`config.mk`:
```
export PLATFORM = sky130hd
export DESIGN_NAME = lcd_write_ctrl
export DESIGN_NICKNAME = d
export VERILOG_FILES = /design/src/rtl/lcd_write_ctrl.sv
export SDC_FILE = /design/constraint.sdc
export NUM_CORES = 1
export LEC_CHECK = 0
export CAP_MARGIN = 20
export CELL_PAD_IN_SITES_DETAIL_PLACEMENT = 1
export CELL_PAD_IN_SITES_GLOBAL_PLACEMENT = 2
export CORE_MARGIN = 3
export CORE_UTILIZATION = 32
export DETAILED_ROUTE_END_ITERATION = 8
export GPL_TIMING_DRIVEN = 0
export PLACE_DENSITY = 0.82
export SYNTH_ARGS = -nofsm -noshare
export SYNTH_HDL_FRONTEND = slang
export SYNTH_SLANG_ARGS = --single-unit
```
`constraint.sdc`:
```
create_clock -name clk -period 2.8 [get_ports clk]
set_input_delay 0.7 -clock clk [delete_from_list [all_inputs] [get_ports clk]]
set_output_delay 0.7 -clock clk [all_outputs]
set_load 0.03 [all_outputs]
```
`src/rtl/lcd_write_ctrl.sv`:
```
// Byte write controller for an HD44780-style LCD: accepts RS/DB bytes, fires the enable
// generator, then holds the bus through the pulse and execution wait. Option: LCD_POWERON_INIT_EN.
module lcd_write_ctrl #(
  parameter int PULSE_CYCLES     = 16,
  parameter int EXEC_CYCLES      = 2000,
  parameter int LONG_EXEC_CYCLES = 82000,
  parameter int POWERON_CYCLES   = 750000
) (
  input  logic       clk,
  input  logic       rst,
  input  logic       in_valid,
  output logic       in_ready,
  input  logic       in_rs,
  input  logic [7:0] in_data,
  output logic       lcd_start,
  output logic       lcd_rs,
  output logic       lcd_rw,
  output logic [7:0] lcd_data,
  output logic       busy
);

  localparam int MAX_A   = (PULSE_CYCLES > LONG_EXEC_CYCLES) ? PULSE_CYCLES : LONG_EXEC_CYCLES;
  localparam int MAX_B   = (MAX_A > EXEC_CYCLES) ? MAX_A : EXEC_CYCLES;
  localparam int MAX_ALL = (MAX_B > POWERON_CYCLES) ? MAX_B : POWERON_CYCLES;
  localparam int CW      = $clog2(MAX_ALL + 1);

  localparam logic [CW-1:0] CNT_ONE  = CW'(1);
  localparam logic [CW-1:0] PULSE_LD = CW'(PULSE_CYCLES);
  localparam logic [CW-1:0] EXEC_LD  = CW'(EXEC_CYCLES);
  localparam logic [CW-1:0] LONG_LD  = CW'(LONG_EXEC_CYCLES);
`ifdef LCD_POWERON_INIT_EN
  localparam logic [CW-1:0] PWR_LD   = CW'(POWERON_CYCLES);
`endif

  typedef enum logic [2:0] {
    ST_IDLE,
    ST_START,
    ST_PULSE,
    ST_WAIT
`ifdef LCD_POWERON_INIT_EN
    , ST_POWER_WAIT
`endif
  } state_t;

  state_t        state_q, state_d;
  logic [CW-1:0] cnt_q, cnt_d;
  logic          rs_q, rs_d;
  logic [7:0]    data_q, data_d;
  logic          long_q, long_d;
`ifdef LCD_POWERON_INIT_EN
  logic          init_q, init_d;
  logic [1:0]    idx_q, idx_d;
`endif

  // Clear Display (0x01) and Return Home (0x02/0x03) need the long execution time.
  function automatic logic is_long(input logic rs, input logic [7:0] d);
    return !rs && (d[7:2] == 6'd0) && (d[1:0] != 2'd0);
  endfunction

`ifdef LCD_POWERON_INIT_EN
  function automatic logic [7:0] init_byte(input logic [1:0] idx);
    logic [7:0] b;
    case (idx)
      2'd0:    b = 8'h38;
      2'd1:    b = 8'h0C;
      2'd2:    b = 8'h06;
      default: b = 8'h01;
    endcase
    return b;
  endfunction
`endif

  always_comb begin
    state_d   = state_q;
    cnt_d     = cnt_q;
    rs_d      = rs_q;
    data_d    = data_q;
    long_d    = long_q;
`ifdef LCD_POWERON_INIT_EN
    init_d    = init_q;
    idx_d     = idx_q;
`endif
    in_ready  = (state_q == ST_IDLE) && !rst;
    lcd_start = 1'b0;

    unique case (state_q)
      ST_IDLE: begin
        if (in_valid && in_ready) begin
          rs_d    = in_rs;
          data_d  = in_data;
          long_d  = is_long(in_rs, in_data);
          state_d = ST_START;
        end
      end
      ST_START: begin
        lcd_start = 1'b1;
        cnt_d     = PULSE_LD;
        state_d   = ST_PULSE;
      end
      ST_PULSE: begin
        if (cnt_q <= CNT_ONE) begin
          cnt_d   = long_q ? LONG_LD : EXEC_LD;
          state_d = ST_WAIT;
        end else begin
          cnt_d = cnt_q - CNT_ONE;
        end
      end
      ST_WAIT: begin
        if (cnt_q <= CNT_ONE) begin
          cnt_d   = '0;
          state_d = ST_IDLE;
`ifdef LCD_POWERON_INIT_EN
          // During init, chain straight into the next ROM instruction.
          if (init_q) begin
            if (idx_q == 2'd3) begin
              init_d = 1'b0;
            end else begin
              idx_d   = idx_q + 2'd1;
              rs_d    = 1'b0;
              data_d  = init_byte(idx_q + 2'd1);
              long_d  = is_long(1'b0, init_byte(idx_q + 2'd1));
              state_d = ST_START;
            end
          end
`endif
        end else begin
          cnt_d = cnt_q - CNT_ONE;
        end
      end
`ifdef LCD_POWERON_INIT_EN
      ST_POWER_WAIT: begin
        if (cnt_q <= CNT_ONE) begin
          cnt_d   = '0;
          idx_d   = 2'd0;
          rs_d    = 1'b0;
          data_d  = init_byte(2'd0);
          long_d  = is_long(1'b0, init_byte(2'd0));
          state_d = ST_START;
        end else begin
          cnt_d = cnt_q - CNT_ONE;
        end
      end
`endif
      default: state_d = ST_IDLE;
    endcase
  end

  always_ff @(posedge clk) begin
    if (rst) begin
`ifdef LCD_POWERON_INIT_EN
      state_q <= ST_POWER_WAIT;
      cnt_q   <= PWR_LD;
      init_q  <= 1'b1;
      idx_q   <= 2'd0;
`else
      state_q <= ST_IDLE;
      cnt_q   <= '0;
`endif
      rs_q    <= 1'b0;
      data_q  <= 8'h00;
      long_q  <= 1'b0;
    end else begin
      state_q <= state_d;
      cnt_q   <= cnt_d;
`ifdef LCD_POWERON_INIT_EN
      init_q  <= init_d;
      idx_q   <= idx_d;
`endif
      rs_q    <= rs_d;
      data_q  <= data_d;
      long_q  <= long_d;
    end
  end

  assign lcd_rs   = rs_q;
  assign lcd_data = data_q;
  assign lcd_rw   = 1'b0;
  assign busy     = !in_ready;

endmodule

```
==> metrics.md <==
| Metric | Value |
|---|---|
| RSZ-0062 raised after global routing | `false` |
| Hold bufs inserted after CTS | `0` |
| Max rail drop VDD | `414 uV` |
| Crit path cell chain | `clkdlybuf4s50_1, nor2b_1, dlygate4sd2_1` |
| Detailed Route WL | `4470 um` |
| EDFF count, synth | `0` |
| Vias in the first global route | `1600` |
| Endpoints failing hold | `0` |
| First-pass GRT wire length | `7690 um` |
| Clock power share | `15.9%` |
| Switching power | `0.00133 W` |
| Top_reg_cell synth | `dfxtp_1` |
| Layout area overhead | `24.3%` |
| Power per cell area | `1310 mW/mm^2` |
| Syn Inst Count | `214` |
| Max-capacitance violation count | `0` |
| Nets | `264` |
| Core area | `0.00517 mm^2` |
| Postcts setup bufs | `0` |
| Yosys top cell area share | `36.9%` |
| Worst-path clk slew | `0.07 ns` |
| First-pass DRT Iterations | `4` |
| Synth top area cells | `dfxtp_1 (37%), nand2_1 (6.3%), ha_1 (5.8%)` |
| Fin Hold WS | `0.463 ns` |
| Worst reg2reg path endpoint | `cnt_q[1]` |
| Worst Path Required | `2.10 ns` |
| Initial Util | `33.6%` |
| Critical path class | `in -> out` |
| Minimum clock period | `2.62 ns` |
| Via density | `4.94` |
| GRT Total Usage | `15.4%` |
| Clk root buf | `clkbuf_8` |
| Post-synthesis cell area | `0.00174 mm^2` |
| Clk_lat worst skew | `0.29 ns` |
| Net switching fraction of the power | `46.7%` |
| Slew at the pin with the worst max-slew slack | `0.948 ns` |
| Sequential Power Share | `26.0%` |
| Total power | `0.00284 W` |
| DRT iter0 DRCs | `70` |
| Min-Delay Path Class | `reg -> reg` |
| Top cell family by delay on the critical path | `buffers and inverters` |
| Antenna viol nets, final | `0` |
| Die H | `79.7 um` |
| Via count | `1556` |
| Synth Warn # | `0` |
| Pre-CTS WS | `-0.124 ns` |
| Post-synth ARST share | `0%` |
| Slowest CP cell | `clkdlybuf4s50_1` |
| WHS Path Cells | `2` |
| Max FO, Critical Path | `6` |
| Flop2flop setup slack | `0.29 ns` |
| Diode count | `0` |
| Cell count of the worst reg-to-reg path | `7` |
| Final GP Congestion | `0.816` |
| I/O Buffers | `23` |
| Sinks on Clock Net | `32` |
| Fill cells | `638` |
| Worst setup margin | `0.181 ns` |
| Routed len/inst | `14.2 um` |
| DP HPWL | `3340 um` |
| Clock Path Buffers | `2` |
| Layout cells sized above 1 | `7.76%` |
| Pint | `0.00151 W` |
| Avg Inst Size Synth | `8.12 um^2` |
| Post_cts resized | `2` |
| Maximum clock rate | `0.382 GHz` |
| Num ports | `25` |
| LEAKAGE | `0.864 nW` |
| Largest net degree at the start of global routing | `11` |
| Full die area | `0.00635 mm^2` |
| Final Max Slew Viols | `0` |
| Critical Path Start Type | `input pin` |
| Critical path endpoint category | `primary output` |
| Clock skew | `0.00813 ns` |
| WHS Endpoint | `lcd_data[1]` |
| Hold Startpoint | `lcd_data[1]` |
| Sequential share of the synthesized area | `36.9%` |
| CP max stage delay | `0.51 ns` |
| Crit path DAT | `1.92 ns` |
| Reg area | `641 um^2` |
| Setup-failing EPs final | `0` |
| TritonCTS clock tree | `yes` |
| Comb pwr share | `58.1%` |
| Area of the multi-input gates | `0.00102 mm^2` |
| GRT overflow | `0` |
| Worst r2r src | `cnt_q[4]` |
| Part of the cycle the worst path needs | `93.5%` |
| Cell row count | `26` |
| Area leader, netlist | `dfxtp_1` |
| Synth cell types | `44` |
| H-tree levels | `2` |
| Max-slew headroom at the worst pin | `35.9%` |
| Initial antenna violation count | `0` |
| DRC | `0` |
| TritonCTS Buffers | `5` |
| WP buf/inv | `2` |
| Post-Syn Nets | `234` |
| Status | `finished, final reports clean` |
| Die width | `79.7 um` |
| #FFs+latches synth | `32` |
==> cell usage in the layout, fill, tap and decap left out, types with 3 or more instances in the layout <==
cell type / synthesis / routed
clkdlybuf4s50_1: 0 / 21
a21oi_1: 10 / 10
or3_1: 3 / 3
nand2b_1: 3 / 3
nor4_1: 5 / 5
inv_1: 10 / 10
nor2_1: 26 / 26
ha_1: 8 / 8
o21ai_0: 5 / 5
xnor2_1: 7 / 7
clkbuf_1: 6 / 7
dfxtp_1: 32 / 32
nand2_1: 29 / 29
or4_1: 6 / 6
clkbuf_8: 0 / 5
nor3_1: 7 / 7
nand3b_1: 8 / 8
xor2_1: 5 / 5
nand3_1: 7 / 7
a21o_1: 3 / 3
nor2b_1: 3 / 3
==> logic make-up (layout without fill, tap and decap cells) <==
logic type               count (synthesis)  after routing  share of synthesized area, %
multiplexers                             2              2                          1.15
XOR/XNOR                                12             12                          6.05
buffers and inverters                   19             50                          4.61
other                                    1              1                         0.216
flip-flops                              32             32                          36.9
AND/OR/NAND/NOR                        107            107                          32.0
adder cells (fa/ha/maj)                  8              8                          5.76
AO/OA/AOI/OAI                           33             33                          13.4
==> per-stage QoR <==
step	instances	utilization (%)	instance area, um^2	setup TNS, ns
after floorplan	214	-	1740	0
after global placement	307	39.7	2060	-0.178
after detailed placement	307	39.7	2060	-0.199
after CTS	315	41.8	2160	0
after global routing	315	41.8	2160	0
final	315	41.8	2160	0
==> routing by layer <==
metal	up-vias	routed length, um	GRT usage [%]	share of wire, %
li1	805	-	-	-
met4	0	68	6.01	1.5
met2	23	1990	23.3	45
met5	-	0	0	0
met3	6	138	3.27	3.1
met1	722	2270	21.3	51
==> area by class of cell <==
cell class                      instances  share of cell area [%]
Clock inverter                          2                    1.62
Inverter                               10                    1.74
Timing Repair Buffer                   23                    10.5
Sequential cell                        32                    29.6
Tap cell                               70                    4.05
Buffer                                  9                    1.97
Multi-Input combinational cell        163                    47.1
Clock buffer                            6                    3.36
==> Yosys cell counts (2+ instances only) <==
cell	number
ha_1	8
or4_1	6
nor4b_1	2
clkbuf_1	6
nor2_1	26
a21o_1	3
buf_4	2
nand2b_1	3
a21oi_1	10
nand2_1	29
xnor2_1	7
nand3_1	7
o21ai_0	5
inv_1	10
or2_2	2
or3_1	3
nor4_1	5
xor2_1	5
a31oi_1	2
and2_1	2
nor2b_1	3
dfxtp_1	32
nor3_1	7
nand3b_1	8
mux2i_1	2
==> power groups by stage <==
| stage | Sequential, W | Clock (W) | Combinational (W) |
|---|---|---|---|
| 3_5_place_dp | 0.000748 | 0 | 0.00166 |
| 3_3_place_gp | 0.000744 | 0 | 0.00166 |
| 4_1_cts | 0.000737 | 0.000467 | 0.00166 |
| 5_1_grt | 0.000762 | 0.000483 | 0.00185 |
| 2_1_floorplan | 0.000752 | 0 | 0.00121 |
| 6_report | 0.000737 | 0.000451 | 0.00165 |
==> state kept, by name (all words and copies together) (netlist names) <==
| signal | flops |
|---|---|
| lcd_data | 8 |
| lcd_rs | 1 |
| cnt_q | 20 |
| state_q | 2 |
| long_q | 1 |
==> worst max-delay path by stage <==
stage | startpoint | to | slack, ns | cells past startpoint
after global routing | rst | busy | 0.11 | 4
after floorplan | rst | busy | 0.57 | 2
after detailed placement | rst | in_ready | -0.12 | 3
final | rst | in_ready | 0.18 | 3
after global placement | rst | in_ready | -0.11 | 3
after CTS | rst | in_ready | 0.16 | 3
==> worst register-to-register path, delay by kind of cell, from the launching register on <==
family / cells / cell delay, ns
and+or+nand+nor: 3 / 1.23
AOI/OAI and AO/OA: 2 / 0.44
buffers and inverters: 2 / 0.37
DFF: 1 / 0.35
Power figures use the tool's default switching activity.
